`config.mk`:
```
export PLATFORM = sky130hd
export DESIGN_NAME = fixed_power
export DESIGN_NICKNAME = d
export VERILOG_FILES = /design/src/rtl/fixed_pkg.sv /design/src/rtl/q_mul_sat.sv /design/src/rtl/fixed_power.sv
export SDC_FILE = /design/constraint.sdc
export NUM_CORES = 1
export LEC_CHECK = 0
export CORE_UTILIZATION = 66
export CTS_BUF_LIST = sky130_fd_sc_hd__clkbuf_8
export DETAILED_ROUTE_END_ITERATION = 16
export HOLD_SLACK_MARGIN = 0.08
export MAX_ROUTING_LAYER = met4
export PLACE_DENSITY_LB_ADDON = 0.05
export RECOVER_POWER = 25
export SLEW_MARGIN = 40
export SYNTH_ARGS = -nofsm -noshare
export SYNTH_HDL_FRONTEND = slang
export SYNTH_SLANG_ARGS = --single-unit
```
`constraint.sdc`:
```
create_clock -name clk -period 9.9 [get_ports clk]
set_input_delay 2.97 -clock clk [delete_from_list [all_inputs] [get_ports clk]]
set_output_delay 2.97 -clock clk [all_outputs]
set_load 0.02 [all_outputs]
```
`src/rtl/fixed_pkg.sv`:
```
// Shared Q10.10 constants and the power FSM state encoding.
// The root engine uses the same Q constants.
package fixed_pkg;

   localparam int DATA_W = 20;
   localparam int FRAC_W = 10;
   localparam int EXP_W  = 3;

   localparam logic [DATA_W-1:0] Q_ONE = 20'h00400;
   localparam logic [DATA_W-1:0] Q_SAT = 20'hFFFFF;

   typedef enum logic [1:0] {
      S_IDLE   = 2'd0,
      S_MUL    = 2'd1,
      S_DONE   = 2'd2,
      S_OUTPUT = 2'd3
   } pwr_state_t;

endpackage

```
`src/rtl/q_mul_sat.sv`:
```
// Combinational unsigned Q10.10 multiply: truncates the fraction and clamps
// to full scale, flagging overflow.
module q_mul_sat
   import fixed_pkg::*;
(
   input  logic [DATA_W-1:0] a,
   input  logic [DATA_W-1:0] b,
   output logic [DATA_W-1:0] q,
   output logic              ovf
);

   logic [2*DATA_W-1:0] prod;
   logic [2*DATA_W-1:0] prod_sh;

   always_comb begin
      prod    = {{DATA_W{1'b0}}, a} * {{DATA_W{1'b0}}, b};
      prod_sh = prod >> FRAC_W;
      // Any bit above the Q10.10 range means the truncated value exceeds Q_SAT.
      ovf     = |prod_sh[2*DATA_W-1:DATA_W];
      q       = ovf ? Q_SAT : prod_sh[DATA_W-1:0];
   end

endmodule

```
`src/rtl/fixed_power.sv`:
```
// Sequential Q10.10 integer power: out = base ^ k, k in 0..7, one multiply
// per cycle with early exit when the running product saturates.
//
// state    | meaning
// ---------+------------------------------------------------------------
// S_IDLE   | waiting for in_valid; latch operands, acc = 1.0
// S_MUL    | acc = trunc(acc * base); leave on last step or on saturation
// S_DONE   | register the result into the output stage
// S_OUTPUT | out_valid pulse cycle; back to idle
module fixed_power
   import fixed_pkg::*;
(
   input  logic              clk,
   input  logic              rst_n,
   input  logic              in_valid,
   input  logic [DATA_W-1:0] in_data_1,
   input  logic [EXP_W-1:0]  in_data_2,
   output logic              busy,
   output logic              out_valid,
   output logic [DATA_W-1:0] out_data,
   output logic              out_sat
);

   pwr_state_t        state;
   pwr_state_t        state_nxt;
   logic [DATA_W-1:0] acc;
   logic [DATA_W-1:0] base_r;
   logic [EXP_W-1:0]  exp_r;
   logic [EXP_W-1:0]  cnt;
   logic [EXP_W-1:0]  cnt_inc;
   logic              sat_r;
   logic [DATA_W-1:0] mul_q;
   logic              mul_ovf;

   q_mul_sat u_mul (
      .a   (acc),
      .b   (base_r),
      .q   (mul_q),
      .ovf (mul_ovf)
   );

   always_comb begin
      cnt_inc   = cnt + 1'b1;
      state_nxt = state;
      case (state)
         S_IDLE: begin
            if (in_valid) begin
               state_nxt = (in_data_2 != '0) ? S_MUL : S_DONE;
            end
         end
         S_MUL: begin
            if (mul_ovf || (cnt_inc == exp_r)) begin
               state_nxt = S_DONE;
            end
         end
         S_DONE:   state_nxt = S_OUTPUT;
         S_OUTPUT: state_nxt = S_IDLE;
         default:  state_nxt = S_IDLE;
      endcase
   end

   always_ff @(posedge clk) begin
      if (rst_n) begin
         state     <= S_IDLE;
         acc       <= '0;
         base_r    <= '0;
         exp_r     <= '0;
         cnt       <= '0;
         sat_r     <= 1'b0;
         busy      <= 1'b0;
         out_valid <= 1'b0;
         out_data  <= '0;
         out_sat   <= 1'b0;
      end else begin
         state     <= state_nxt;
         busy      <= (state_nxt != S_IDLE);
         out_valid <= 1'b0;
         out_data  <= '0;
         out_sat   <= 1'b0;
         case (state)
            S_IDLE: begin
               if (in_valid) begin
                  base_r <= in_data_1;
                  exp_r  <= in_data_2;
                  acc    <= Q_ONE;
                  cnt    <= '0;
                  sat_r  <= 1'b0;
               end
            end
            S_MUL: begin
               // Saturation is sticky: acc pins at full scale and the loop ends.
               if (mul_ovf) begin
                  acc   <= Q_SAT;
                  sat_r <= 1'b1;
               end else begin
                  acc <= mul_q;
                  cnt <= cnt_inc;
               end
            end
            S_DONE: begin
               out_valid <= 1'b1;
               out_data  <= acc;
               out_sat   <= sat_r;
            end
            default: ;
         endcase
      end
   end

endmodule

```
==> impl_metrics.tcl <==
set metrics [dict create \
    finClkSkew_ps 11.1 \
    dieHeight_microns 158 \
    viasPerCell 5.71 \
    maxCapViolCount 1 \
    ir_worst_vdd_mv 0.121 \
    cts_buffers 9 \
    drc 0 \
    netlist_area_sq_um 16200 \
    dr.pass1.iters 5 \
    grt_max_degree 42 \
    end_kind "flip-flop" \
    power_density_nw_per_um2 141 \
    drv_slew 42 \
    dp.cells 2147 \
    violations "capacitance limit, slew limit" \
    max_clock_freq_ghz 0.116 \
    routed_wl_microns 41300 \
    clock_latency_ps 400 \
    final_antenna_net_count 0 \
    ys_seq_elements 72 \
    synth_edf_count 0 \
    vias 12400 \
    finalHoldViolCount 0 \
    max_slew_margin_pct -38.9 \
    critPathLaunchType "flip-flop" \
    grt_usage_pct 36.7 \
    gp_congestion 0.925 \
    synth_seq_area_share_pct 8.92 \
    clockRootBuffer "clkbuf_8" \
    synth.distinct_cells 56 \
    antenna_cells 0 \
    rows 56 \
    core-area_sq_um 23800 \
    num_io_pins 49 \
    period_needed_ps 8650 \
    grt-ovfl-total 0 \
    cp_max_fo 14 \
    cts_max_path_buffers 2 \
    hpwl_microns 32700 \
    cts.sinks 72 \
    fillCellCount 1913 \
    p_leak_nw 8.63 \
    drt_iter0_drc 796 \
    layout_common_cells "355 x inv_1, 319 x fa_1, 263 x and2_1" \
    nets 2333 \
    hold_buffers 0 \
    async_reset_ff_share_pct 0 \
    post_cts_resized 0 \
    final.setup.tns_ps 0 \
    cts_tree "built" \
    final_cells 2163 \
    cp.required_ps 10090 \
    rrSetupSlack_ps 1250 \
    drive_above_1_share_pct 3.80 \
    cts_max_level 3 \
    mostFrequentLayoutCell "inv_1" \
    setup_viol 0 \
    die-area_sq_um 25100 \
    syn-instance-count 1859 \
    grt_pass1_vias 13000 \
    initial_utilization_pct 68.0 \
    period_share_pct 87.4 \
    io_buffers 48 \
    syn2layout_area_growth_pct 5.74 \
    wl_per_cell_microns 19.1 \
    hold_path.class "reg2reg" \
    post_cts_buffers 0 \
    syn_area_per_cell_sq_um 8.69 \
    rsz0062_at_grt "false" \
    status "complete, but fails checks" \
    grt_first_pass_wirelength_microns 67100 \
    antenna_found_initial 0 \
    syn_nets 2353 \
    worst_ep_arrival_time_ps 8840 \
    floorplan.die.width_microns 158 \
    synth_ff_type "dfxtp_1" \
    synth-warning-count 0 \
    worst_pin_slew_ps 2080 \
    crit_type "reg2reg" \
    clk_pin_slew_worst_paths_ps 110 \
]
==> cell usage after synthesis (3+ instances only) <==
cell type / count / area [sq um]
or3_1: 4 / 25.0
and3_1: 14 / 87.6
o21ai_0: 49 / 245
nand2_1: 247 / 927
and2_1: 270 / 1690
xnor2_1: 19 / 166
inv_1: 355 / 1330
nand2b_1: 3 / 18.8
a211oi_1: 9 / 67.6
nand4_1: 10 / 62.6
o21ai_1: 3 / 15.0
nor2_1: 33 / 124
a21o_1: 8 / 60.1
nor2b_1: 5 / 31.3
nor3b_1: 3 / 22.5
nor3_1: 10 / 50.1
nand3_1: 15 / 75.1
a21oi_1: 70 / 350
a31oi_1: 8 / 50.1
and4_1: 4 / 35.0
fa_1: 319 / 6390
a21boi_0: 5 / 37.5
clkbuf_1: 97 / 364
buf_2: 10 / 50.1
o21a_1: 9 / 67.6
nor4_1: 5 / 31.3
or2_2: 3 / 18.8
dfxtp_1: 72 / 1440
o211ai_1: 7 / 52.6
o21bai_1: 4 / 30.0
xor2_1: 10 / 87.6
ha_1: 149 / 1860
==> per-stage QoR <==
| step | area [sq um] | utilization [%] | hold WS (ps) | power (W) | setup WS [ps] |
|---|---|---|---|---|---|
| floorplan | 16200 | - | 431 | 0.00152 | 2790 |
| global placement | 16800 | 70.9 | 458 | 0.00203 | 1470 |
| detailed placement | 16900 | 71.0 | 465 | 0.00207 | 1390 |
| CTS | 17100 | 72.0 | 482 | 0.00239 | 1360 |
| global route | 17100 | 71.9 | 513 | 0.00259 | 927 |
| finish | 17100 | 71.9 | 479 | 0.00241 | 1250 |
==> critical path, cell delays in order (launching register included) <==
cell and delay, ps:
dfxtp_1 830, nand2_1 170, fa_1 570, inv_1 60, fa_1 510, inv_1 60, fa_1 530, inv_1 60
fa_1 510, fa_1 430, fa_1 540, inv_1 70, fa_1 480, inv_1 50, ha_1 380, a21oi_1 340
o21ai_0 130, a211oi_1 400, or2_2 210, a311oi_2 100, or3_1 340, a2111oi_2 410, nand3_1 550, buf_4 390
o21ai_0 210, a21oi_1 100
==> where the power goes <==
part / internal, W / switching (W)
Combinational: 0.000544 / 0.000922
Sequential: 0.000355 / 0.000279
Clock: 0.000148 / 0.000162
Total: 0.00105 / 0.00136
==> per-layer routing <==
layer  GRT usage (%)  routed length (microns)
met5               -                        0
met4            13.0                     1480
met3            4.63                     2600
met2            60.7                    20400
met1            46.6                    16800
==> registers in the layout (all words and copies together) (netlist names) <==
register   count
state          2
out_data      20
sat_r          1
busy           1
exp_r          3
acc           20
base_r        20
cnt            3
out_valid      1
out_sat        1
==> path summary, 6_finish.rpt <==
kind,startpoint,end,cells after the start
setup reg to reg,acc[7]$_SDFFE_PP0P_,acc[18]$_SDFFE_PP0P_,25
hold reg to reg,exp_r[1]$_SDFFE_PP0P_,exp_r[1]$_SDFFE_PP0P_,2
hold / removal,exp_r[1]$_SDFFE_PP0P_,exp_r[1]$_SDFFE_PP0P_,2
setup / recovery,acc[7]$_SDFFE_PP0P_,acc[18]$_SDFFE_PP0P_,25
==> cell type report <==
class	count	area (sq um)	share of cell area [%]
Clock buffer	9	124	0.725
Multi-Input combinational cell	1324	13000	76.0
Tap cell	319	399	2.34
Timing Repair Buffer	77	691	4.04
Clock inverter	7	109	0.637
Sequential cell	72	1450	8.51
Inverter	355	1330	7.80
==> cell families (layout without fill, tap and decap cells) <==
logic type | Yosys count | after routing | synth area share, %
AOI/OAI and AO/OA | 197 | 197 | 7.60
and+or+nand+nor | 630 | 630 | 20.0
xor gates and xnor gates | 29 | 29 | 1.57
DFF | 72 | 72 | 8.92
buffers and inverters | 463 | 448 | 10.8
adders and majority gates | 468 | 468 | 51.1
(Power assumes the default switching activity.)
